===== src/rtl/sync_fifo_param.sv =====
// Parameterised synchronous FIFO with wrap-bit pointers, status flags, sticky error flags,
// and a choice of registered-read or first-word-fall-through output.
module sync_fifo_param #(
  parameter int WIDTH    = 16,
  parameter int DEPTH    = 16,
  parameter int AF_LEVEL = DEPTH - 2,
  parameter int AE_LEVEL = 2,
  parameter int FWFT     = 0
) (
  input  logic                       clk,
  input  logic                       rst,
  input  logic                       wr_en,
  input  logic [WIDTH-1:0]           wr_data,
  input  logic                       rd_en,
  output logic [WIDTH-1:0]           rd_data,
  output logic                       rd_valid,
  output logic                       full,
  output logic                       empty,
  output logic                       almost_full,
  output logic                       almost_empty,
  output logic [$clog2(DEPTH):0]     count,
  output logic                       overflow,
  output logic                       underflow
);

  localparam int ADDR_W = $clog2(DEPTH);
  localparam int PTR_W  = ADDR_W + 1;
  localparam logic [PTR_W-1:0] AF_THR = PTR_W'(AF_LEVEL);
  localparam logic [PTR_W-1:0] AE_THR = PTR_W'(AE_LEVEL);

  logic [WIDTH-1:0] mem [DEPTH];
  logic [PTR_W-1:0] wr_ptr, rd_ptr;
  logic             wr_acc, rd_acc;
  logic [WIDTH-1:0] head;

  // Status is pure combinational decode of the registered pointers, so it never lags.
  assign count        = wr_ptr - rd_ptr;
  assign empty        = (wr_ptr == rd_ptr);
  assign full         = (wr_ptr[ADDR_W] != rd_ptr[ADDR_W]) &&
                        (wr_ptr[ADDR_W-1:0] == rd_ptr[ADDR_W-1:0]);
  assign almost_full  = (count >= AF_THR);
  assign almost_empty = (count <= AE_THR);

  // A full FIFO still takes a write when a read frees the slot on the same edge.
  assign rd_acc = rd_en && !empty;
  assign wr_acc = wr_en && (!full || rd_acc);
  assign head   = mem[rd_ptr[ADDR_W-1:0]];

  always_ff @(posedge clk) begin
    if (rst) begin
      wr_ptr    <= '0;
      rd_ptr    <= '0;
      overflow  <= 1'b0;
      underflow <= 1'b0;
    end else begin
      if (wr_acc) wr_ptr <= wr_ptr + 1'b1;
      if (rd_acc) rd_ptr <= rd_ptr + 1'b1;
      if (wr_en && !wr_acc) overflow <= 1'b1;
      if (rd_en && empty)   underflow <= 1'b1;
    end
  end

  // NOTE: storage has no reset; the pointers alone define what is valid, and a
  // resettable array would prevent mapping onto RAM.
  always_ff @(posedge clk) begin
    if (wr_acc) mem[wr_ptr[ADDR_W-1:0]] <= wr_data;
  end

  generate
    if (FWFT != 0) begin : g_fwft
      assign rd_data  = empty ? '0 : head;
      assign rd_valid = !empty;
    end else begin : g_reg
      logic [WIDTH-1:0] rd_data_q;
      logic             rd_valid_q;

      always_ff @(posedge clk) begin
        if (rst) begin
          rd_data_q  <= '0;
          rd_valid_q <= 1'b0;
        end else begin
          rd_valid_q <= rd_acc;
          if (rd_acc) rd_data_q <= head;
        end
      end

      assign rd_data  = rd_data_q;
      assign rd_valid = rd_valid_q;
    end
  endgenerate

endmodule


===== config.mk =====
export PLATFORM = sky130hd
export DESIGN_NAME = sync_fifo_param
export DESIGN_NICKNAME = d
export VERILOG_FILES = /design/src/rtl/sync_fifo_param.sv
export SDC_FILE = /design/constraint.sdc
export NUM_CORES = 1
export LEC_CHECK = 0
export CAP_MARGIN = 20
export CORE_MARGIN = 3
export CORE_UTILIZATION = 60
export CTS_BUF_LIST = sky130_fd_sc_hd__clkbuf_8 sky130_fd_sc_hd__clkbuf_16
export DETAILED_ROUTE_END_ITERATION = 8
export DONT_BUFFER_PORTS = 1
export PLACE_DENSITY = 0.8
export SYNTH_ARGS = -nofsm -noshare
export SYNTH_HDL_FRONTEND = slang
export SYNTH_SLANG_ARGS = --single-unit
export TNS_END_PERCENT = 30

===== constraint.sdc =====
create_clock -name clk -period 3.9 [get_ports clk]
set_input_delay 0.585 -clock clk [delete_from_list [all_inputs] [get_ports clk]]
set_output_delay 0.585 -clock clk [all_outputs]
set_load 0.01 [all_outputs]

Yosys cells after proc, flatten, opt, wreduce, memory -nomap -nowiden
Memories as Yosys holds them, arrays and structs flattened. A register that Yosys moved wholly into a read port is not among the register bits.
Cells that the tools add are included.
{"block": "classes", "addsub": 3, "magnitude_cmp": 2, "eq_ne": 3, "muxes": 2, "reduce_logical": 9}
{"op": "adder 5 x 1 -> 5 bit (second input constant)", "n": 2}
{"op": "== test 5 bit", "n": 1}
{"op": ">= comparator 5 x 4 -> 1 bit (second input constant)", "n": 1}
{"op": "less-or-equal comparator 5 x 2 -> 1 bit (second input constant)", "n": 1}
{"op": "logical AND 1 bit", "n": 5}
{"op": "subtractor 5 bit", "n": 1}
{"op": "== test 4 bit", "n": 1}
{"op": "logical NOT 1 bit", "n": 3}
{"op": "2-to-1 mux 1 bit", "n": 2}
{"op": "logical OR 1 bit", "n": 1}
{"op": "inequality test 1 bit", "n": 1}
{"block": "word_totals", "reg_bits": 13, "ramBits": 256, "input_bits": 20, "out_inout_bits": 28, "elab_cells": 25, "mem_count": 1}
{"memory": "mem", "depth": 16, "width": 16, "read_ports": 1, "rd_clocked_by_memory_dff": 1, "wr": 1, "line_no": "31", "source": "logic [WIDTH-1:0] mem [DEPTH];"}

Logic depth before layout (Yosys ltp)
Gate-level depths: netlist of run 1.
{"block": "depth", "word_depth": 7, "ltp_mapped": 11, "ltp_nobuf": 8}

Worst setup path after synthesis of run 1
No wires, ideal clock.
{"block": "synth_timing", "path_type": "flip-flop to flip-flop", "from": "register rd_ptr[1]", "to": "memory mem[0][0] (enable)", "setup_time_ps": 409, "t_arrival_ps": 2969, "t_required_ps": 3491, "setup_slack_ps": 522, "stages_incl_launch_ff": 10, "n_path_buf": 3, "synth_period_minus_slack_ps": 3378, "path_cell_list": "dfxtp_1 buf_4 buf_6 buf_2 inv_1 ha_1 nand4_2 o31a_1 nand2_1 nor3_1"}
{"block": "synth_between", "elab_chain_len": 7, "word_cells_on_any_way": 10, "cone_classes": "2 x eq/ne; 2 x mux; 6 x reduce/logical"}
{"item": "start, declared", "line_no": "32", "source": "logic [PTR_W-1:0] wr_ptr, rd_ptr;"}
{"item": "start signal, assigned", "line_no": "57", "source": "if (rd_acc) rd_ptr <= rd_ptr + 1'b1;"}
{"item": "== test 5 bit or == test 4 bit (tied branches)", "line_no": "38, 40"}
{"item": "logical NOT 1 bit or logical AND 1 bit (tied branches)", "line_no": "45, 39"}
{"item": "logical AND 1 bit or logical NOT 1 bit (tied branches)", "line_no": "45, 46"}
{"item": "logical OR 1 bit (*)", "line_no": "46", "source": "assign wr_acc = wr_en && (!full || rd_acc);"}
{"item": "logical AND 1 bit (*)", "line_no": "46"}
{"item": "2-to-1 mux 1 bit (*)", "line_no": "66", "source": "if (wr_acc) mem[wr_ptr[ADDR_W-1:0]] <= wr_data;"}
{"item": "2-to-1 mux 1 bit (not written as such) (*)", "line_no": "66"}
{"item": "end, declared", "line_no": "31"}
Every way passes the cells marked *; elsewhere a longest branch is shown, timed or not.

Final worst setup path of run 1
{"block": "layout_timing", "from": "register wr_ptr[0]", "to": "output port almost_empty"}
{"block": "layout_between", "elab_chain_len": 2}
{"item": "start, declared", "line_no": "32"}
{"item": "start signal, assigned", "line_no": "56", "source": "if (wr_acc) wr_ptr <= wr_ptr + 1'b1;"}
{"item": "subtractor 5 bit", "line_no": "37", "source": "assign count = wr_ptr - rd_ptr;"}
{"item": "named net count[4]", "line_no": "21", "source": "output logic [$clog2(DEPTH):0] count,"}
{"item": "less-or-equal comparator 5 x 2 -> 1 bit", "line_no": "42", "source": "assign almost_empty = (count <= AE_THR);"}
{"item": "end, declared", "line_no": "20", "source": "output logic almost_empty,"}
The timed path passes the listed nets, and every way through them passes these cells.

==> parameters.txt, run 1 <==
Parameter                              Value

Yosys
  Mean instance size in the synthesized netlist    18.0 µm²
  Most area-consuming cells after synthesis    sky130_fd_sc_hd__edfxtp_1 (68%), sky130_fd_sc_hd__mux4_2 (6.4%), sky130_fd_sc_hd__mux2i_1 (5.8%), sky130_fd_sc_hd__dfxtp_1 (5.1%), sky130_fd_sc_hd__o22ai_1 (1.8%)
  Commonest cells post-synth    sky130_fd_sc_hd__edfxtp_1 (256), sky130_fd_sc_hd__mux2i_1 (65), sky130_fd_sc_hd__nor2_1 (40)
  Predominant post-synthesis flop cell    sky130_fd_sc_hd__edfxtp_1
  YS warnings    0
  Portion of synthesized cell area occupied by the leading cell type    68.1%
  Cell taking the most area after synthesis    sky130_fd_sc_hd__edfxtp_1
  Post-synthesis instance total    628
  Number of storage elements in the synthesis netlist    285
  Post-synthesis instance area    0.0113 mm²
  Syn_nets    658
  Post-synth ARST share    0%
  Count leader, synth    sky130_fd_sc_hd__edfxtp_1
  Number of enable flip-flop cells after synthesis    256
  Number of distinct library cells after synthesis    47
  Sequential fraction of the synthesis area    73.3%

STA
  Finish-stage setup viols    0
  Setup skew after layout    0.0131 ns
  Worst-case headroom to the max-slew limit    32.2%
  Maximum clock rate    312 MHz
  Shortest period the worst path allows    3.21 ns
  RSZ-0062 raised after global routing    false
  Worst Max-Slew Pin Slew    1.02 ns
  Part of the cycle the worst path needs    82.2%
  Final hold violation count    0
  Final-layout setup total negative slack    0 ns
  Final Max Tran Viols    0

Worst setup path
  Data arrival at the endpoint of the critical path    2.62 ns
  Critical-path cell with the highest stage delay    sky130_fd_sc_hd__a211oi_1
  Crit path kind    register to output pin
  Largest delay share family, worst path    compound AO/OA/AOI/OAI gates
  Worst path required time    3.31 ns
  Largest incremental delay on the critical path    0.45 ns
  Worst Setup Start Kind    register
  Maximum fanout along the worst path    5
  Critical Path End Type    output pin
  Most used cell, CP    sky130_fd_sc_hd__inv_1
  Destination of the worst register-to-register timing path    mem[5][7]
  Sequence of cells on the critical path    inv_1 > ha_1 > inv_1 > fa_1 > a21o_1 > a21oi_1 > xnor2_1 > a211oi_1
  Number of buffer and inverter stages on the critical path    2
  Path depth of the worst reg2reg path    7
  Setup slack on the worst flop-to-flop path    1.10 ns
  Worst r2r src    rd_ptr[3]

Finish
  Number of nets in the final layout    678
  Inserted Diodes    0
  Flip-flop and latch area    0.00827 mm²
  Ratio of cells with drive above 1 in the final layout    21.2%
  Fin area    0.0126 mm²
  Fill cell instance count of the final layout    1094
  Synth-to-Final Area Change    11.7%
  Footprint of the multi-input gates    0.00281 mm²

Floorplanning
  Total Die Area    0.0205 mm²
  Die Ht    143 µm
  Count of boundary I/O pins    48
  Area of the core    0.0182 mm²
  Starting Density    62.0%
  Horizontal die dimension    143 µm
  Row Count    49

CTS
  Postcts setup bufs    0
  Maximum count of clock buffers along a single path    3
  Hold_buf cts    0
  Root buf cell    sky130_fd_sc_hd__clkbuf_16
  Sink count of the clock tree    285
  Clock tree from TritonCTS    yes
  Clk slew on worst S/H paths    0.06 ns
  CTS H-tree depth    1
  CTS-repair resized insts    0
  Worst skew pair latency    0.53 ns
  Total CTS buffers    27

Global route
  Via count of the first global-routing pass    6058
  Wire length of the first global-routing pass    37.1 mm
  Total Routing Usage GR    24.8%
  Remaining global-route overflow    0
  Number of antenna violations at the first check in global routing    0
  Pin count of the biggest net entering global routing    53

Pwr
  Seq pwr share    48.9%
  Largest vdd supply drop    0.000434 V
  Switching fraction of total power    22.0%
  Internal power of the cells    5570 µW
  Cell leakage power    0.00405 µW
  Clock group share of total power    41.1%
  Ratio of total power to cell area    567 mW/mm²
  Switching power total    1570 µW
  Post-route total power    7140 µW
  Logic gate share of total power    10.0%

Worst hold path
  Path category of the worst min-delay check    primary input to register
  WHS Path Cells    1
  End point of the most critical hold path    rd_ptr[1]
  Hold Startpoint    rst

Detailed routing
  Vias after detailed routing    5858
  DR WL/cell    27.4 µm
  Post-route antenna net violation count    0
  Iteration count of the initial detailed-routing pass    5
  1st-iter DRT viols    495
  Total wire length after detailed routing    24.6 mm
  # DRC    0
  Routed vias/inst    6.52

Job
  Number of violations of the max-capacitance limit    0

Placed design
  HPWL Detailed    14.0 mm
  Placement Cell Area    0.0116 mm²
  Last weighted congestion value of the routability-driven placer    0.915
  Port-buffer cells    0

Run status
  Status    complete, no violations
-- per-layer routing --
layer,global-route usage [%],wire length (µm)
met5,0,0
met4,8.85,923
met3,5.43,1770
met2,42.1,12600
met1,32.0,9330
-- cell type report --
cell class / count / area share (%)
inverters: 7 / 0.209
flip-flops and latches: 285 / 65.7
multi-input cells: 301 / 22.3
repair buffers: 26 / 1.55
clock inverters: 23 / 2.66
clock buffers: 27 / 5.36
well taps: 229 / 2.27
-- state kept, by name, summed over array words and instances (netlist names) --
name       cells
rd_data       16
rd_ptr         5
mem          256
underflow      1
overflow       1
rd_valid       1
wr_ptr         5
-- per-stage QoR --
| step | cells | hold WS [ns] | worst slack, ns | utilization, % |
|---|---|---|---|---|
| 2_1_floorplan | 628 | 0.502 | 0.522 | - |
| 3_3_place_gp | 848 | 0.542 | 1.28 | 63.6 |
| 3_5_place_dp | 848 | 0.543 | 1.16 | 63.6 |
| 4_1_cts | 898 | 0.0874 | 0.679 | 69.2 |
| 5_1_grt | 898 | 0.0914 | 0.547 | 69.2 |
| 6_report | 898 | 0.124 | 0.693 | 69.2 |
-- cells by family after synthesis --
family / count (synthesis) / synth area share [%]
and+or+nand+nor: 100 / 4.13
xor gates and xnor gates: 9 / 0.832
muxes: 113 / 13.8
AOI/OAI and AO/OA: 69 / 4.72
buffers and inverters: 42 / 2.12
adders and majority gates: 10 / 1.18
DFF: 285 / 73.3
-- power groups by stage --
stage                     combinational [µW]  sequential [µW]  clock (µW)
after global routing                     771             3500        3090
final                                    716             3490        2930
after detailed placement                 716             3560           0
after floorplan                          598             3520           0
after CTS                                722             3490        2970
after global placement                   700             3550           0
-- cells in the final DEF (no fill, tap or decap), types with 2 or more instances in the layout --
cell / count
sky130_fd_sc_hd__a211oi_2: 10
sky130_fd_sc_hd__clkbuf_16: 27
sky130_fd_sc_hd__nor2_2: 4
sky130_fd_sc_hd__nand3_1: 2
sky130_fd_sc_hd__a21o_1: 2
sky130_fd_sc_hd__o21ai_1: 2
sky130_fd_sc_hd__mux2_2: 16
sky130_fd_sc_hd__or3_1: 3
sky130_fd_sc_hd__ha_1: 9
sky130_fd_sc_hd__dfxtp_2: 2
sky130_fd_sc_hd__o22ai_1: 32
sky130_fd_sc_hd__o21a_1: 2
sky130_fd_sc_hd__nor3_2: 4
sky130_fd_sc_hd__nand2_1: 23
sky130_fd_sc_hd__dfxtp_1: 26
sky130_fd_sc_hd__inv_1: 10
sky130_fd_sc_hd__a211oi_1: 7
sky130_fd_sc_hd__bufinv_16: 9
sky130_fd_sc_hd__clkinv_1: 7
sky130_fd_sc_hd__mux2i_1: 65
sky130_fd_sc_hd__xor2_1: 3
sky130_fd_sc_hd__a21oi_1: 6
sky130_fd_sc_hd__nor3_1: 17
sky130_fd_sc_hd__o21ai_0: 2
sky130_fd_sc_hd__buf_4: 26
sky130_fd_sc_hd__nor2_1: 36
sky130_fd_sc_hd__mux4_2: 32
sky130_fd_sc_hd__edfxtp_1: 256
sky130_fd_sc_hd__nand2b_1: 2
sky130_fd_sc_hd__xnor2_1: 4
sky130_fd_sc_hd__clkinv_2: 2
-- worst max path at each step --
stage / startpoint / end / slack (ns) / cells after the start
finish: wr_ptr[0] / almost_empty / 0.69 / 8
global route: wr_ptr[0] / almost_empty / 0.55 / 8
CTS: wr_ptr[0] / almost_empty / 0.68 / 8
detailed placement: rd_ptr[3] / mem[5][0] / 1.16 / 7
global placement: rd_ptr[3] / mem[5][9] / 1.28 / 7
floorplan: rd_ptr[1] / mem[0][0] / 0.52 / 9
Power figures use the tool's default switching activity.
==> inputs of run 2 (changes only) <==
--- a/config.mk
+++ b/config.mk
@@ -7,11 +7,11 @@
 export LEC_CHECK = 0
 export CAP_MARGIN = 20
 export CORE_MARGIN = 3
-export CORE_UTILIZATION = 60
+export CORE_UTILIZATION = 57
 export CTS_BUF_LIST = sky130_fd_sc_hd__clkbuf_8 sky130_fd_sc_hd__clkbuf_16
 export DETAILED_ROUTE_END_ITERATION = 8
 export DONT_BUFFER_PORTS = 1
-export PLACE_DENSITY = 0.8
+export PLACE_DENSITY = 0.79
 export SYNTH_ARGS = -nofsm -noshare
 export SYNTH_HDL_FRONTEND = slang
 export SYNTH_SLANG_ARGS = --single-unit
==> constraint.sdc (replaced) <==
create_clock -name clk -period 2.85 [get_ports clk]
set_input_delay 0.4275 -clock clk [delete_from_list [all_inputs] [get_ports clk]]
set_output_delay 0.4275 -clock clk [all_outputs]
set_load 0.01 [all_outputs]
==> parameters.txt, run 2 (synthesis results as in run 1) <==
Parameter                              Value

Detailed routing
  DR WL/cell    23.8 µm (was 27.4 µm)
  Routed vias/inst    6.12 (was 6.52)
  Iteration count of the initial detailed-routing pass    5 (unchanged)
  Total wire length after detailed routing    22.8 mm (was 24.6 mm)
  Vias after detailed routing    5860 (was 5858)
  Post-route antenna net violation count    0 (unchanged)
  # DRC    0 (unchanged)
  1st-iter DRT viols    666 (was 495)

Global route
  Pin count of the biggest net entering global routing    70 (was 53)
  Total Routing Usage GR    21.4% (was 24.8%)
  Number of antenna violations at the first check in global routing    2 (was 0)
  Remaining global-route overflow    0 (unchanged)
  Wire length of the first global-routing pass    35.5 mm (was 37.1 mm)
  Via count of the first global-routing pass    6003 (was 6058)

Job
  Number of violations of the max-capacitance limit    0 (unchanged)

Pwr
  Clock group share of total power    38.7% (was 41.1%)
  Internal power of the cells    7350 µW (was 5570 µW)
  Largest vdd supply drop    0.000598 V (was 0.000434 V)
  Switching power total    2300 µW (was 1570 µW)
  Switching fraction of total power    23.8% (was 22.0%)
  Cell leakage power    0.00415 µW (was 0.00405 µW)
  Post-route total power    9650 µW (was 7140 µW)
  Seq pwr share    49.4% (was 48.9%)
  Logic gate share of total power    11.9% (was 10.0%)
  Ratio of total power to cell area    750 mW/mm² (was 567 mW/mm²)

Worst hold path
  WHS Path Cells    2 (was 1)
  End point of the most critical hold path    overflow (was rd_ptr[1])
  Hold Startpoint    wr_en (was rst)
  Path category of the worst min-delay check    primary input to register (unchanged)

CTS
  CTS H-tree depth    1 (unchanged)
  Worst skew pair latency    0.54 ns (was 0.53 ns)
  Total CTS buffers    28 (was 27)
  Maximum count of clock buffers along a single path    3 (unchanged)
  Sink count of the clock tree    285 (unchanged)
  Root buf cell    sky130_fd_sc_hd__clkbuf_16 (unchanged)
  Clk slew on worst S/H paths    0.06 ns (about the same)
  Clock tree from TritonCTS    yes (unchanged)

Floorplanning
  Starting Density    59.1% (was 62.0%)
  Area of the core    0.0191 mm² (was 0.0182 mm²)
  Count of boundary I/O pins    48 (unchanged)
  Horizontal die dimension    147 µm (was 143 µm)
  Row Count    50 (was 49)
  Total Die Area    0.0215 mm² (was 0.0205 mm²)
  Die Ht    147 µm (was 143 µm)

Finish
  Most common library cell in the layout ignoring fill and taps    sky130_fd_sc_hd__edfxtp_1 (unchanged)
  Synth-to-Final Area Change    14.0% (was 11.7%)
  Fill cell instance count of the final layout    1194 (was 1094)
  Fin area    0.0129 mm² (was 0.0126 mm²)
  Number of nets in the final layout    704 (was 678)
  Max FFs per register    256 (unchanged)
  Most used cells in the layout excluding fill and tap cells    sky130_fd_sc_hd__edfxtp_1 (256), sky130_fd_sc_hd__mux2i_1 (65), sky130_fd_sc_hd__nor2_1 (40), sky130_fd_sc_hd__buf_4 (33) (was sky130_fd_sc_hd__edfxtp_1 (256), sky130_fd_sc_hd__mux2i_1 (65), sky130_fd_sc_hd__nor2_1 (36), sky130_fd_sc_hd__mux4_2 (32), sky130_fd_sc_hd__o22ai_1 (32))
  Ratio of cells with drive above 1 in the final layout    23.7% (was 21.2%)

Worst setup path
  Setup slack on the worst flop-to-flop path    0.37 ns (was 1.10 ns)
  Worst r2r src    rd_ptr[3] (unchanged)
  Worst Setup Start Kind    register (unchanged)
  Worst path required time    2.42 ns (was 3.31 ns)
  Destination of the worst register-to-register timing path    mem[2][6] (was mem[5][7])
  Crit path kind    register to output pin (unchanged)
  Maximum fanout along the worst path    3 (was 5)
  Data arrival at the endpoint of the critical path    2.33 ns (was 2.62 ns)
  Critical Path End Type    output pin (unchanged)
  Path depth of the worst reg2reg path    8 (was 7)

Placed design
  Port-buffer cells    0 (unchanged)
  Last weighted congestion value of the routability-driven placer    0.822 (was 0.915)
  Worst setup slack before clock tree synthesis    0.424 ns (was 1.16 ns)
  HPWL Detailed    14.3 mm (was 14.0 mm)
  Placement Cell Area    0.0117 mm² (was 0.0116 mm²)

STA
  Final-layout setup total negative slack    0 ns (unchanged)
  Post-route worst setup slack    0.0926 ns (was 0.693 ns)
  Final worst hold slack    0.0375 ns (was 0.124 ns)
  Shortest period the worst path allows    2.76 ns
  Setup skew after layout    0.0143 ns (was 0.0131 ns)
  RSZ-0062 raised after global routing    false (unchanged)
  Final Max Tran Viols    0 (unchanged)
  Final hold violation count    0 (unchanged)
  Worst-case headroom to the max-slew limit    49.6% (was 32.2%)
  Worst Max-Slew Pin Slew    0.757 ns (was 1.02 ns)
  Part of the cycle the worst path needs    96.8%
  Maximum clock rate    363 MHz
  Finish-stage setup viols    0 (unchanged)

Run status
  Status    complete, no violations (unchanged)
run 2: cell type report:
class                           instances  area (µm²)  share of cell area (%)
Antenna cell                            1        2.50                  0.0194
Clock buffer                           31         753                    5.85
Clock inverter                         21         204                    1.58
Inverter                                7        28.8                   0.224
Multi-Input combinational cell        301        2830                    22.0
Sequential cell                       285        8280                    64.3
Tap cell                              260         325                    2.53
Timing Repair Buffer                   51         448                    3.48
run 2: routing by layer:
layer | up-vias | part of all wire (%) | track usage (%)
li1 | 2577 | - | -
met1 | 2997 | 42 | 30.3
met2 | 229 | 49 | 34.1
met3 | 55 | 6.6 | 3.89
met4 | 2 | 2.6 | 7.57
met5 | - | 0.057 | 0
run 2: metrics by stage:
step	cells	util (%)
after floorplan	628	-
after global placement	884	61.1
after detailed placement	885	61.2
after CTS	954	67.2
after global routing	957	67.4
final	957	67.4
run 2: repair_timing:
item,in CTS,in global routing
resized for setup,2,9
setup endpoints to repair,1,3
pin swaps,1,5
hold buffers,17,0
hold endpoints to repair,284,0
setup buffers,0,2
run 2: power groups by stage:
| stage | Combinational [µW] | Clock [µW] | Sequential (µW) |
|---|---|---|---|
| 5_1_grt | 1220 | 3960 | 4770 |
| 3_3_place_gp | 994 | 0 | 4850 |
| 3_5_place_dp | 1010 | 0 | 4860 |
| 4_1_cts | 1110 | 3790 | 4770 |
| 6_report | 1140 | 3730 | 4770 |
| 2_1_floorplan | 819 | 0 | 4820 |
run 2: worst max-delay path by stage:
stage | endpoint | slack (ns) | from
2_1_floorplan | mem[12][0] | -0.10 | rd_ptr[1]
3_3_place_gp | rd_data[8] | 0.48 | rd_ptr[0]
3_5_place_dp | mem[2][3] | 0.42 | wr_ptr[0]
4_1_cts | almost_empty | 0.009 | wr_ptr[0]
5_1_grt | almost_empty | 0.01 | rd_ptr[1]
6_report | almost_empty | 0.09 | rd_ptr[1]
run 2: worst max-delay path: stages (launching register included):
cell and delay (ns):
sky130_fd_sc_hd__dfxtp_4 0.36, sky130_fd_sc_hd__inv_1 0.07, sky130_fd_sc_hd__ha_1 0.30, sky130_fd_sc_hd__nor2b_1 0.14, sky130_fd_sc_hd__o21a_1 0.17, sky130_fd_sc_hd__or3_1 0.38, sky130_fd_sc_hd__a211oi_2 0.23, sky130_fd_sc_hd__buf_4 0.15
==> inputs of run 3 (changes only) <==
--- a/config.mk
+++ b/config.mk
@@ -6,7 +6,6 @@
 export NUM_CORES = 1
 export LEC_CHECK = 0
 export CAP_MARGIN = 20
-export CORE_MARGIN = 3
 export CORE_UTILIZATION = 57
 export CTS_BUF_LIST = sky130_fd_sc_hd__clkbuf_8 sky130_fd_sc_hd__clkbuf_16
 export DETAILED_ROUTE_END_ITERATION = 8
@@ -15,4 +14,3 @@
 export SYNTH_ARGS = -nofsm -noshare
 export SYNTH_HDL_FRONTEND = slang
 export SYNTH_SLANG_ARGS = --single-unit
-export TNS_END_PERCENT = 30
==> parameters.txt, run 3 (synthesis results as in run 1) <==
Parameter                              Value

Placed design
  HPWL Detailed    14.3 mm (about the same)
  Placement Cell Area    0.0117 mm² (about the same)
  Port-buffer cells    0 (unchanged)
  Placed instance count    889 (was 885)
  Last weighted congestion value of the routability-driven placer    0.858 (was 0.822)
  Worst setup slack before clock tree synthesis    0.277 ns (was 0.424 ns)

Worst setup path
  Setup slack on the worst flop-to-flop path    0.36 ns (was 0.37 ns)
  Crit path launch    wr_ptr[0] (was rd_ptr[1])
  Data arrival at the endpoint of the critical path    2.37 ns (was 2.33 ns)
  Path depth of the worst reg2reg path    7 (was 8)
  Last element of the critical path    almost_empty (unchanged)
  Worst path required time    2.42 ns (about the same)
  Maximum fanout along the worst path    5 (was 3)
  Worst r2r src    rd_ptr[3] (unchanged)
  Critical Path End Type    output pin (unchanged)
  Destination of the worst register-to-register timing path    mem[4][2] (was mem[2][6])
  Crit path kind    register to output pin (unchanged)
  Worst Setup Start Kind    register (unchanged)

CTS
  CTS H-tree depth    1 (unchanged)
  Total CTS buffers    28 (unchanged)
  Clk slew on worst S/H paths    0.06 ns (about the same)
  Maximum count of clock buffers along a single path    3 (unchanged)
  Clock tree from TritonCTS    yes (unchanged)
  Sink count of the clock tree    285 (unchanged)
  Worst skew pair latency    0.54 ns (about the same)
  Postcts setup bufs    0 (unchanged)
  Root buf cell    sky130_fd_sc_hd__clkbuf_16 (unchanged)

Detailed routing
  Iteration count of the initial detailed-routing pass    5 (unchanged)
  1st-iter DRT viols    627 (was 666)
  DR WL/cell    24.2 µm (was 23.8 µm)
  Vias after detailed routing    5813 (was 5860)
  # DRC    0 (unchanged)
  Total wire length after detailed routing    23.2 mm (was 22.8 mm)
  Routed vias/inst    6.06 (was 6.12)
  Post-route antenna net violation count    0 (unchanged)

Finish
  Most used cells in the layout excluding fill and tap cells    sky130_fd_sc_hd__edfxtp_1 (256), sky130_fd_sc_hd__mux2i_1 (65), sky130_fd_sc_hd__nor2_1 (36), sky130_fd_sc_hd__mux4_2 (32), sky130_fd_sc_hd__o22ai_1 (32) (was sky130_fd_sc_hd__edfxtp_1 (256), sky130_fd_sc_hd__mux2i_1 (65), sky130_fd_sc_hd__nor2_1 (40), sky130_fd_sc_hd__buf_4 (33))
  Max FFs per register    256 (unchanged)
  Final std cells w/o fill    959 (was 957)
  Ratio of cells with drive above 1 in the final layout    22.5% (was 23.7%)
  Most common library cell in the layout ignoring fill and taps    sky130_fd_sc_hd__edfxtp_1 (unchanged)
  Flip-flop and latch area    0.00828 mm² (about the same)
  Fin area    0.0128 mm² (was 0.0129 mm²)
  Synth-to-Final Area Change    13.3% (was 14.0%)
  Fill cell instance count of the final layout    1290 (was 1194)
  Footprint of the multi-input gates    0.00283 mm² (about the same)
  Final design utilization    65.7% (was 67.4%)
  Number of nets in the final layout    701 (was 704)

Global route
  Remaining global-route overflow    0 (unchanged)
  Wire length of the first global-routing pass    35.4 mm (was 35.5 mm)
  Total Routing Usage GR    23.9% (was 21.4%)
  Pin count of the biggest net entering global routing    70 (unchanged)
  Via count of the first global-routing pass    5968 (was 6003)
  Number of antenna violations at the first check in global routing    2 (unchanged)

STA
  Setup skew after layout    0.0153 ns (was 0.0143 ns)
  Worst Max-Slew Pin Slew    0.941 ns (was 0.757 ns)
  Part of the cycle the worst path needs    98.3% (was 96.8%)
  Finish-stage setup viols    0 (unchanged)
  Post-route worst setup slack    0.0495 ns (was 0.0926 ns)
  Shortest period the worst path allows    2.80 ns (was 2.76 ns)
  Final hold violation count    0 (unchanged)
  Final Max Tran Viols    0 (unchanged)
  Final worst hold slack    0.0337 ns (was 0.0375 ns)
  Maximum clock rate    357 MHz (was 363 MHz)
  Worst-case headroom to the max-slew limit    37.2% (was 49.6%)

Worst hold path
  Hold Startpoint    wr_en (unchanged)
  Path category of the worst min-delay check    primary input to register (unchanged)

Floorplanning
  Row Count    51 (was 50)
  Count of boundary I/O pins    48 (unchanged)
  Horizontal die dimension    143 µm (was 147 µm)
  Die Ht    143 µm (was 147 µm)
  Starting Density    58.0% (was 59.1%)
  Total Die Area    0.0204 mm² (was 0.0215 mm²)
  Area of the core    0.0195 mm² (was 0.0191 mm²)

Pwr
  Cell leakage power    0.00413 µW (was 0.00415 µW)
  Ratio of total power to cell area    732 mW/mm² (was 750 mW/mm²)
  Largest vdd supply drop    0.000641 V (was 0.000598 V)

Job
  Number of violations of the max-capacitance limit    0 (unchanged)

Run status
  Status    complete, no violations (unchanged)
run 3: cell types whose count changed in the layout (fill, tap and decap cells not counted), sizes merged:
cell | before | now
buf | 35 | 32
clkinvlp | 2 | 1
clkinv | 14 | 9
clkbuf | 31 | 34
bufinv | 3 | 0
inv | 9 | 15
run 3: area by class of cell:
cell class	instances	share of cell area [%]
clock buffers	34	6.22
flip-flops and latches	285	64.7
well taps	265	2.59
multi-input cells	301	22.1
inverters	7	0.206
clock inverters	18	0.705
diodes	1	0.0196
repair buffers	48	3.39
run 3: worst min-delay path by stage:
| stage | end | cells after the start |
|---|---|---|
| floorplan | overflow | 2 |
| global placement | rd_ptr[1] | 1 |
| detailed placement | rd_data[9] | 1 |
| CTS | overflow | 2 |
| global route | rd_ptr[4] | 2 |
| finish | overflow | 2 |
run 3: per-stage QoR:
stage / setup TNS (ns) / total power, µW
2_1_floorplan: -15.09 / 5640
3_3_place_gp: 0 / 5840
3_5_place_dp: 0 / 5870
4_1_cts: 0 / 9380
5_1_grt: -0.0184 / 9650
6_report: 0 / 9360
run 3: per-layer routing:
metal  vias to the layer above  routed length (µm)  track usage [%]
met3                        44                1630             4.29
met4                         2                 629             7.98
met1                      2983                9850             33.5
met2                       209               11100             38.2
li1                       2575                   -                -
met5                         -                  16                0
run 3: worst max-delay path: stages, from the launching register on:
cell and delay [ns]:
sky130_fd_sc_hd__dfxtp_2 0.35, sky130_fd_sc_hd__inv_2 0.08, sky130_fd_sc_hd__ha_1 0.17, sky130_fd_sc_hd__inv_1 0.06
sky130_fd_sc_hd__fa_2 0.35, sky130_fd_sc_hd__a21o_1 0.21, sky130_fd_sc_hd__a21oi_2 0.19, sky130_fd_sc_hd__xnor2_2 0.11
sky130_fd_sc_hd__a211oi_2 0.16, sky130_fd_sc_hd__buf_4 0.15
run 3: what timing repair did:
item	4_1_cts	5_1_grt
hold endpoints to repair	284	0
resized for setup	3	4
pin swaps	1	0
hold buffers	17	0
setup endpoints to repair	1	1
run 3: power breakdown:
group	switching, µW	leakage, µW	internal (µW)
Clock	1490	0.000471	1970
Sequential	105	0.00255	4670
Combinational	644	0.00110	486
